<file path="src/rtl/fpu_addsub_ctrl.sv">
// Sequencer for binary32 add/subtract around the multi-cycle fpu_sumdiff datapath:
// special-case bypass, cs/ready handshake, left normalization after cancellation and packing.
module fpu_addsub_ctrl (
    input  logic        clk,
    input  logic        rst,
    input  logic        req,
    input  logic        op_sub,
    input  logic [31:0] a,
    input  logic [31:0] b,
    output logic        busy,
    output logic        done,
    output logic [31:0] result,
    output logic        invalid,
    output logic        overflow,
    output logic        su_cs,
    input  logic        su_ready,
    output logic [47:0] su_x,
    output logic [23:0] su_y,
    output logic [7:0]  su_exp_x,
    output logic [7:0]  su_exp_y,
    output logic        su_sgn_x,
    output logic        su_sgn_y,
    input  logic [47:0] su_r,
    input  logic [7:0]  su_exp_r,
    input  logic        su_sgn_r
);

    typedef enum logic [3:0] {
        SYNC, IDLE, CHECK, START, WAIT, RELEASE, NORM, PACK, DONE
    } state_t;

    state_t      state_reg;
    logic [2:0]  cnt_reg;
    logic        from_sync_reg;

    logic        a_sgn_reg, b_sgn_reg;
    logic [30:0] a_mag_reg, b_mag_reg;

    logic        byp_reg;
    logic [31:0] byp_val_reg;
    logic        byp_inv_reg;

    logic [24:0] r_reg;
    logic [7:0]  e_reg;
    logic        s_reg;
    logic        ovf_pend_reg;

    logic        busy_reg, done_reg, invalid_reg, overflow_reg, su_cs_reg;
    logic [31:0] result_reg;

    // Only the low 25 bits of the datapath result carry the normalized mantissa.
    logic        unused_su_r;
    assign unused_su_r = ^su_r[47:25];

    // Operand classification; magnitudes are already flushed to zero for exp==0.
    logic [30:0] op_mag [2];
    logic [1:0]  is_nan, is_inf, is_zero;

    assign op_mag[0] = a_mag_reg;
    assign op_mag[1] = b_mag_reg;

    genvar gi;
    generate
        for (gi = 0; gi < 2; gi++) begin : g_class
            assign is_nan[gi]  = (op_mag[gi][30:23] == 8'hFF) && (op_mag[gi][22:0] != 23'h0);
            assign is_inf[gi]  = (op_mag[gi][30:23] == 8'hFF) && (op_mag[gi][22:0] == 23'h0);
            assign is_zero[gi] = (op_mag[gi][30:23] == 8'h00);
        end
    endgenerate

    logic        byp_hit;
    logic        byp_inv;
    logic [31:0] byp_val;

    always_comb begin
        byp_hit = 1'b1;
        byp_inv = (|is_nan) || ((&is_inf) && (a_sgn_reg != b_sgn_reg));
        byp_val = 32'h7FC0_0000;
        if (!byp_inv) begin
            if (is_inf[0])
                byp_val = {a_sgn_reg, 8'hFF, 23'h0};
            else if (is_inf[1])
                byp_val = {b_sgn_reg, 8'hFF, 23'h0};
            else if (&is_zero)
                byp_val = {a_sgn_reg & b_sgn_reg, 31'h0};
            else if (is_zero[0])
                byp_val = {b_sgn_reg, b_mag_reg};
            else if (is_zero[1])
                byp_val = {a_sgn_reg, a_mag_reg};
            else begin
                byp_hit = 1'b0;
                byp_val = 32'h0;
            end
        end
    end

    // Datapath operands come straight from the latch, so they cannot move between START and RELEASE.
    assign su_x     = {24'h0, |a_mag_reg[30:23], a_mag_reg[22:0]};
    assign su_y     = {|b_mag_reg[30:23], b_mag_reg[22:0]};
    assign su_exp_x = a_mag_reg[30:23];
    assign su_exp_y = b_mag_reg[30:23];
    assign su_sgn_x = a_sgn_reg;
    assign su_sgn_y = b_sgn_reg;

    assign busy     = busy_reg;
    assign done     = done_reg;
    assign result   = result_reg;
    assign invalid  = invalid_reg;
    assign overflow = overflow_reg;
    assign su_cs    = su_cs_reg;

    always_ff @(posedge clk or posedge rst) begin
        if (rst) begin
            state_reg     <= SYNC;
            cnt_reg       <= 3'd0;
            from_sync_reg <= 1'b0;
            a_sgn_reg     <= 1'b0;
            b_sgn_reg     <= 1'b0;
            a_mag_reg     <= 31'h0;
            b_mag_reg     <= 31'h0;
            byp_reg       <= 1'b0;
            byp_val_reg   <= 32'h0;
            byp_inv_reg   <= 1'b0;
            r_reg         <= 25'h0;
            e_reg         <= 8'h0;
            s_reg         <= 1'b0;
            ovf_pend_reg  <= 1'b0;
            busy_reg      <= 1'b0;
            done_reg      <= 1'b0;
            result_reg    <= 32'h0;
            invalid_reg   <= 1'b0;
            overflow_reg  <= 1'b0;
            su_cs_reg     <= 1'b0;
        end else begin
            case (state_reg)
                // The datapath has no reset: give it time to finish and release it if it does.
                SYNC: begin
                    busy_reg <= 1'b1;
                    if (su_ready) begin
                        state_reg     <= RELEASE;
                        su_cs_reg     <= 1'b1;
                        from_sync_reg <= 1'b1;
                        cnt_reg       <= 3'd0;
                    end else if (cnt_reg == 3'd4) begin
                        state_reg <= IDLE;
                        busy_reg  <= 1'b0;
                        cnt_reg   <= 3'd0;
                    end else begin
                        cnt_reg <= cnt_reg + 3'd1;
                    end
                end
                IDLE: begin
                    if (req) begin
                        a_sgn_reg     <= a[31];
                        b_sgn_reg     <= b[31] ^ op_sub;
                        a_mag_reg     <= (a[30:23] == 8'h00) ? 31'h0 : a[30:0];
                        b_mag_reg     <= (b[30:23] == 8'h00) ? 31'h0 : b[30:0];
                        from_sync_reg <= 1'b0;
                        busy_reg      <= 1'b1;
                        state_reg     <= CHECK;
                    end
                end
                CHECK: begin
                    byp_reg     <= byp_hit;
                    byp_val_reg <= byp_val;
                    byp_inv_reg <= byp_inv;
                    if (byp_hit) begin
                        state_reg <= PACK;
                    end else begin
                        state_reg <= START;
                        su_cs_reg <= 1'b1;
                    end
                end
                START: begin
                    su_cs_reg <= 1'b0;
                    state_reg <= WAIT;
                end
                WAIT: begin
                    if (su_ready) begin
                        r_reg        <= su_r[24:0];
                        e_reg        <= su_exp_r;
                        s_reg        <= su_sgn_r;
                        ovf_pend_reg <= 1'b0;
                        su_cs_reg    <= 1'b1;
                        state_reg    <= RELEASE;
                    end
                end
                RELEASE: begin
                    su_cs_reg <= 1'b0;
                    if (from_sync_reg) begin
                        from_sync_reg <= 1'b0;
                        busy_reg      <= 1'b0;
                        state_reg     <= IDLE;
                    end else begin
                        state_reg <= NORM;
                    end
                end
                NORM: begin
                    if (r_reg == 25'h0) begin
                        s_reg     <= 1'b0;
                        e_reg     <= 8'h0;
                        state_reg <= PACK;
                    end else if (e_reg == 8'hFF) begin
                        r_reg        <= 25'h0;
                        ovf_pend_reg <= 1'b1;
                        state_reg    <= PACK;
                    end else if (r_reg[23]) begin
                        state_reg <= PACK;
                    end else if (e_reg == 8'h01) begin
                        r_reg     <= 25'h0;
                        e_reg     <= 8'h0;
                        state_reg <= PACK;
                    end else begin
                        r_reg <= r_reg << 1;
                        e_reg <= e_reg - 8'd1;
                    end
                end
                PACK: begin
                    if (byp_reg) begin
                        result_reg   <= byp_val_reg;
                        invalid_reg  <= byp_inv_reg;
                        overflow_reg <= 1'b0;
                    end else begin
                        result_reg   <= {s_reg, e_reg, r_reg[22:0]};
                        invalid_reg  <= 1'b0;
                        overflow_reg <= ovf_pend_reg;
                    end
                    done_reg  <= 1'b1;
                    state_reg <= DONE;
                end
                DONE: begin
                    done_reg  <= 1'b0;
                    busy_reg  <= 1'b0;
                    state_reg <= IDLE;
                end
                default: begin
                    state_reg <= SYNC;
                end
            endcase
        end
    end

endmodule

</file>
<file path="config.mk">
export PLATFORM = sky130hd
export DESIGN_NAME = fpu_addsub_ctrl
export DESIGN_NICKNAME = d
export VERILOG_FILES = /design/src/rtl/fpu_addsub_ctrl.sv
export SDC_FILE = /design/constraint.sdc
export NUM_CORES = 1
export LEC_CHECK = 0
export BUFFER_PORTS_ARGS = -buffer_cell sky130_fd_sc_hd__buf_2
export CORE_MARGIN = 1.5
export CORE_UTILIZATION = 25
export DETAILED_ROUTE_END_ITERATION = 12
export GPL_ROUTABILITY_DRIVEN = 1
export PLACE_DENSITY_LB_ADDON = 0.3
export SYNTH_ARGS = -nofsm -noshare
export SYNTH_HDL_FRONTEND = slang
export SYNTH_SLANG_ARGS = --single-unit
</file>
<file path="constraint.sdc">
create_clock -name clk -period 7.4 [get_ports clk]
set_input_delay 1.11 -clock clk [delete_from_list [all_inputs] [get_ports clk]]
set_output_delay 1.11 -clock clk [all_outputs]
set_load 0.03 [all_outputs]
</file>
# Word level (Yosys, flattened, before mapping)
# Cells that the tools add are included.
# word_totals
wordCells	151
output_inout_bits	127
n_memories	0
in_bits	126
ramBits	0
rom_bits	0
ff_bits	178
latchBits	0
# classes
n_eq_ne	28
mux	60
order_cmp	0
n_addsub	2
shift	0
bitwise	2
div	0
multipliers	0
n_reduce_logical	38
# op_table
operator	n
$mux 32	7
$mux 25	4
$mux 31	2
$pmux 25 s2	1
$logic_not 23->1	2
$reduce_bool 23->1	2
$mux 8	5
$pmux 4 s9	1
$logic_not 8->1	4
$mux 4	8
$logic_not 25->1	1
$eq 8x8->1 const B	3
$mux 24	1
$mux 1	20
$eq 4x3->1 const B	4
$ne 2x2->1 const B	8
$pmux 8 s2	1
$reduce_and 4->1	4
$reduce_or 8->1	2
$reduce_and 3->1	5
$mux 3	4
$ne 3x3->1 const B	4
$eq 4x2->1 const B	2
$eq 8x1->1 const B	1
other kinds (21)	34

# Longest topological paths before layout
# Gate-level depths: netlist (run 1).
# depth
depth_word	9
ltp_mapped	9
ltp_nobuf	6

# Worst setup path after synthesis (run 1)
# No wires, ideal clock.
# synth_timing
path_type	flip-flop to output port
startpoint	register b_mag_reg[26]
endpoint	output port su_y[23]
path_buffers	2
required_ns	6.290
stages_incl_launch_ff	6
setup_slack_ns	4.612
t_arrival_ns	1.678
cell_sequence	dfrtp_1 > or4_1 > nor2_1 > buf_4 > buf_2 > inv_1
# synth_via
elab_chain_len	1
# synth_rtl
element	line_no	text
start: declaration	37	logic [30:0] a_mag_reg, b_mag_reg;
start signal: assignment	157	b_mag_reg <= (b[30:23] == 8'h00) ? 31'h0 : b[30:0];
$reduce_or 8->1	99	assign su_y = {|b_mag_reg[30:23], b_mag_reg[22:0]};
end: declaration	18	output logic [23:0] su_y,
# Every way passes these cells.

# Final worst setup path (run 1)
# layout_timing
startpoint	register a_mag_reg[25]
endpoint	output port su_x[23]
# layout_via
elab_chain_len	1
# layout_rtl
element	line_no	text
start: declaration	37	
start signal: assignment	156	a_mag_reg <= (a[30:23] == 8'h00) ? 31'h0 : a[30:0];
$reduce_or 8->1	98	assign su_x = {24'h0, |a_mag_reg[30:23], a_mag_reg[22:0]};
end: declaration	17	output logic [47:0] su_x,
# Every way passes these cells.

==> results of run 1 <==
## cell usage after synthesis, types with 5 or more instances
cell type	instances	area, µm²
a21oi_1	9	45.04
a22o_1	76	665.6
a22oi_1	22	165.2
buf_2	12	60.06
buf_4	32	240.2
buf_6	5	56.30
clkbuf_1	27	101.4
dfrtp_1	178	4454
ha_1	6	75.07
inv_1	17	63.81
mux2_2	21	236.5
mux2_4	19	285.3
mux2i_1	32	320.3
nand2_1	86	322.8
nand2b_1	6	37.54
nand3_1	11	55.05
nand4_1	8	50.05
nor2_1	23	86.33
nor3_1	7	35.03
nor4_1	19	118.9
o211ai_1	6	45.04
o21a_1	9	67.56
o21ai_0	57	285.3
o22a_1	9	78.83
o31ai_1	26	195.2
or4_1	5	37.54
## per-layer routing
metal | global-route usage [%] | up-vias | routed length, µm
met4 | 3.694 | 2 | 223
met5 | 0 | - | 10
met3 | 2.701 | 14 | 1091
met1 | 22.36 | 3259 | 13490
met2 | 21.44 | 196 | 11130
li1 | - | 3212 | -
## how the worst min path moves through the flow
stage	startpoint	to	slack, ns	cells past startpoint
after detailed placement	result[22]	result[22]	0.47	2
after CTS	result[22]	result[22]	0.49	2
after global routing	result[22]	result[22]	0.51	2
after global placement	result[22]	result[22]	0.46	2
final	result[22]	result[22]	0.48	2
after floorplan	byp_val_reg[0]	byp_val_reg[0]	0.45	2
## cell type report
class / instances / area [µm²] / share of cell area, %
Clock buffer: 18 / 429.2 / 4.083
Clock inverter: 14 / 165.2 / 1.571
Inverter: 17 / 68.82 / 0.6548
Multi-Input combinational cell: 532 / 3745 / 35.63
Sequential cell: 178 / 4456 / 42.39
Tap cell: 448 / 560.5 / 5.333
Timing Repair Buffer: 213 / 1086 / 10.33
## power by group through the flow
stage	Sequential [mW]	Clock (mW)	Combinational, mW
global placement	1.96	0	1.93
CTS	1.95	0.964	1.95
global route	2.02	1.01	2.09
finish	1.94	0.935	1.93
floorplan	2.19	0	1.07
detailed placement	1.96	0	1.95
## tightest hold or removal path: stages, from the launching register on
cell and delay [ns]:
dfrtp_1 0.34, nand2_1 0.05, o21ai_0 0.06
## logic make-up (layout without fill, tap and decap cells)
| family | Yosys count | count (layout) | share of synthesized area (%) |
|---|---|---|---|
| multiplexers | 73 | 73 | 9.891 |
| XOR/XNOR | 2 | 2 | 0.2031 |
| AND/OR/NAND/NOR | 189 | 189 | 10.75 |
| AO/OA/AOI/OAI | 238 | 238 | 20.39 |
| adder cells (fa/ha/maj) | 6 | 6 | 0.8702 |
| other | 1 | 24 | 0.04347 |
| flip-flops | 178 | 178 | 51.63 |
| buffers and inverters | 97 | 262 | 6.222 |
==> reports/summary.txt, run 1 <==
hpwl dp: 19.21 mm
crit path cell chain: or4_1 -> nor2_2 -> buf_4 -> inv_1 -> buf_2
Synth Area per Inst: 11.00 µm²
Post-Syn Area: 0.008627 mm²
CP required: 6.29 ns
# Max-Cap Violations: 0
Seq pwr share: 40.5%
Final Hold Fails: 0
Max rail drop VDD: 0.2085 mV
CTS max path bufs: 2
Post-synth EDFFs: 0
CTS Buf Count: 17
H-tree levels: 4
end of the critical path: su_x[23]
area of the die: 0.03563 mm²
Clk Latency, worst-skew pair: 0.44 ns
Pre-Repair DR Iteration Count: 4
First DRT Iteration DRCs: 448
Initial Util: 25.54%
Hold Crit Class: reg2reg
Slew headroom: 22.19%
post-synthesis register bit count: 178
DRT antenna net count: 0
Core Box Area: 0.03378 mm²
PortBufs: 205
commonest non-fill, non-tap cell in the layout: buf_2
initial antenna violation count: 1
Bufs and invs on worst path: 3
R2R Path End: byp_val_reg[16]
GRT Util Overall: 14.77%
max incr delay on CP: 0.56 ns
Fmax: 309.0 MHz
worst clock skew: 0.01311 ns
CTS Hold Buffers Added: 0
Worst Reg-to-Reg Cells: 4
antenna cell count: 0
Vias/cell: 4.706
Tightest Pin Transition: 1.167 ns
Die Span Y: 188.8 µm
post-CTS sizing: 0
CTS tree: yes
Max Slew Vio Count: 0
Levels on crit path: 5
setup TNS: 0 ns
setup slack after layout: 4.164 ns
Final Non-Filler Cells: 1420
cell-internal power: 2.682 mW
Routed WL per cell: 18.27 µm
power share of the clock group: 19.5%
status: finished, final reports clean
crit path max fanout: 29
crit path time final: 3.236 ns
Worst EP arrival: 2.13 ns
delay-heaviest family, CP: simple AND/OR/NAND/NOR gates
pwr dens: 457.4 mW/mm²
ys async rst share: 100.0%
hold_ws: 0.4760 ns
Top FF cell, synth: dfrtp_1
RSZ-0062 raised after global routing: no
static leakage: 4.757 nW
dpl cell area: 0.009916 mm²
pre-CTS setup slack: 4.204 ns
vias in the first global route: 6715
Seq/Total Area, Yosys: 51.63%
fillers: 3524
largest net degree at the start of global routing: 69
Synth-to-Final Area Change: 21.83%
cell count after synthesis: 784
Worst Setup End Kind: primary output
count of different cell masters after synthesis: 60
Post-Route Utilization: 31.11%
share of cells above drive strength 1: 31.48%
Placed Instances: 1388
Net Switching: 2.125 mW
Sw Ratio: 44.21%
final setup fails: 0
first-pass GRT wire length: 40.63 mm
most frequent cells in the layout: buf_2, dfrtp_1, nand2_1
design area: 0.01051 mm²
R2R Path Start: state_reg[1]
worst reg2reg setup slack: 4.56 ns
# DRC: 0
Yosys Warn Count: 0
Sink Count: 178
I/O pins: 253
slowest CP cell: or4_1
Worst setup SP type: flop
CTS root buf: clkbuf_16
vias: 6683
Final nets: 1091
Pwr Total: 4.808 mW
clock-pin slew on the worst setup and hold paths: 0.08 ns
Setup crit start: a_mag_reg[25]
final period utilization: 43.73%
Die Width: 188.8 µm
final wirelength: 25.94 mm
postcts setup bufs: 0
row count: 67
Comb pwr share: 40.1%
Overflow after GRT: 0
GPL Wtd Cong: 0.7816
CP Class: reg2out
Power figures use the tool's default switching activity.
==> inputs of run 2 (changes only) <==
==> constraint.sdc (replaced) <==
create_clock -name clk -period 2.6 [get_ports clk]
set_input_delay 0.39 -clock clk [delete_from_list [all_inputs] [get_ports clk]]
set_output_delay 0.39 -clock clk [all_outputs]
set_load 0.03 [all_outputs]
==> run 2 against run 1 <==
Die area unchanged. Routed wire length increased by 1.9%. Sequential share of layout area is 1.3 points lower. Count of clock-buffer cells in the layout decreased by 1. Total power grew to 2.9 times the previous value. Combinational power rose to 3.1 times the previous value. Worst hold slack got worse by 0.42 ns. Utilization up 0.97 points. Clock skew shrank 0.00064 ns. Sequential cell count unchanged. Largest power group is now combinational cells. Critical path depth fell by 1.
==> reports/summary.txt, run 2 (synthesized netlist as in run 1, its figures left out) <==
Worst Setup End Kind: primary output
Fmax: 413.1 MHz
Bufs and invs on worst path: 2
clock-pin slew on the worst setup and hold paths: 0.08 ns
Final Hold Fails: 0
first-pass GRT wire length: 41.53 mm
antenna cell count: 0
pwr dens: 1303 mW/mm²
M3 GR Usage: 2.589%
crit path cell chain: or4_1 -> nor2_4 -> inv_1 -> buf_2
share of cells above drive strength 1: 33.23%
Die Span Y: 188.8 µm
GRT Util Overall: 15.17%
hpwl dp: 19.96 mm
static leakage: 4.919 nW
Hold Crit Class: in2async
Core Box Area: 0.03378 mm²
most frequent cells in the layout: buf_2, dfrtp_1, nand2_1
Clk Latency, worst-skew pair: 0.44 ns
CTS max path bufs: 2
postcts setup bufs: 0
PortBufs: 205
hold_ws: 0.05305 ns
Post-Route Utilization: 32.08%
Setup crit start: b_mag_reg[26]
Max rail drop VDD: 0.6367 mV
Initial Util: 25.54%
Synth-to-Final Area Change: 25.61%
RSZ-0062 raised after global routing: no
final period utilization: 93.10%
CTS Buf Count: 17
vias: 6814
R2R Path End: byp_val_reg[3]
crit path time final: 2.421 ns
busiest grt layer: met1
Final nets: 1115
GPL Wtd Cong: 0.7924
final wirelength: 26.43 mm
R2R Path Start: b_mag_reg[0]
final setup fails: 0
commonest non-fill, non-tap cell in the layout: buf_2
# DRC: 0
Worst Reg-to-Reg Cells: 6
CTS root buf: clkbuf_16
slowest CP cell: or4_1
Sink Count: 178
First DRT Iteration DRCs: 345
DRT antenna net count: 0
Tightest Pin Transition: 1.056 ns
crit path max fanout: 9
Vias/cell: 4.719
delay-heaviest family, CP: simple AND/OR/NAND/NOR gates
worst reg2reg setup slack: 0.20 ns
# Max-Cap Violations: 0
Worst setup SP type: flop
setup TNS: 0 ns
Die Width: 188.8 µm
GR Util met1: 23.03%
max incr delay on CP: 0.59 ns
Slew headroom: 28.68%
Pre-Repair DR Iteration Count: 5
row count: 67
status: finished, final reports clean
fillers: 3511
met2 usage: 21.76%
Routed WL per cell: 18.31 µm
area of the die: 0.03563 mm²
I/O pins: 253
CP Class: reg2out
Levels on crit path: 4
Worst EP arrival: 2.03 ns
CTS tree: yes
initial antenna violation count: 0
largest net degree at the start of global routing: 52
Max Slew Vio Count: 0
vias in the first global route: 6777
CP required: 2.21 ns
Overflow after GRT: 0
worst clock skew: 0.01248 ns
H-tree levels: 4
end of the critical path: su_y[23]
==> run 2: changes by cell type in the layout (fill, tap and decap cells not counted), sizes merged <==
cell / before / now
clkbuf: 18 / 17
clkinvlp: 1 / 3
inv: 25 / 24
clkinv: 3 / 1
bufinv: 2 / 4
buf: 213 / 237
==> run 2: timing repair <==
| item | 4_1_cts | 5_1_grt |
|---|---|---|
| hold buffers | 0 | 0 |
| setup endpoints to repair | 0 | 2 |
| resized for setup | 0 | 2 |
==> run 2: worst register-to-register path: stages, from the launching register on <==
cell      delay [ns]
dfrtp_1         0.42
nor4_1          0.52
nand4_1         0.28
a211oi_1        0.44
o221ai_2        0.13
buf_4           0.24
o31ai_1         0.28
==> run 2: stage by stage <==
| stage | power [mW] | instances | cell area [µm²] | worst slack [ns] |
|---|---|---|---|---|
| final | 14.12 | 1444 | 10840 | 0.1793 |
| after detailed placement | 11.34 | 1412 | 10180 | 0.1682 |
| after global placement | 11.27 | 1412 | 10180 | 0.1738 |
| after global routing | 15.03 | 1444 | 10840 | 0.03469 |
| after CTS | 14.26 | 1444 | 10830 | 0.04338 |
| after floorplan | 9.266 | 807 | 8717 | -0.07061 |
==> run 2: area by class of cell <==
type	instances	area, µm²	share of cell area (%)
multi-input combinational	532	3755	34.65
sequential	178	4456	41.12
inverter	17	67.56	0.6235
tap	448	560.5	5.173
timing repair buffer	237	1354	12.49
clock inverter	15	219.0	2.021
clock buffer	17	425.4	3.926
==> run 2: power breakdown <==
group	switching [mW]	internal, mW
Clock	1.22	1.64
Combinational	3.52	2.38
Sequential	1.38	3.97
==> run 2: worst min-delay path by stage <==
stage,from,end,slack (ns),depth (start not counted)
global route,rst,r_reg[10],0.08,2
detailed placement,result[26],result[26],0.46,2
floorplan,byp_val_reg[0],byp_val_reg[0],0.45,2
CTS,rst,r_reg[10],0.05,2
global placement,result[7],result[7],0.46,2
finish,rst,r_reg[10],0.05,2
==> run 2: per-layer routing <==
layer | vias to the layer above | routed length (µm)
met1 | 3334 | 13660
met3 | 24 | 941
met2 | 193 | 11430
met5 | - | 0
met4 | 0 | 397
li1 | 3263 | -
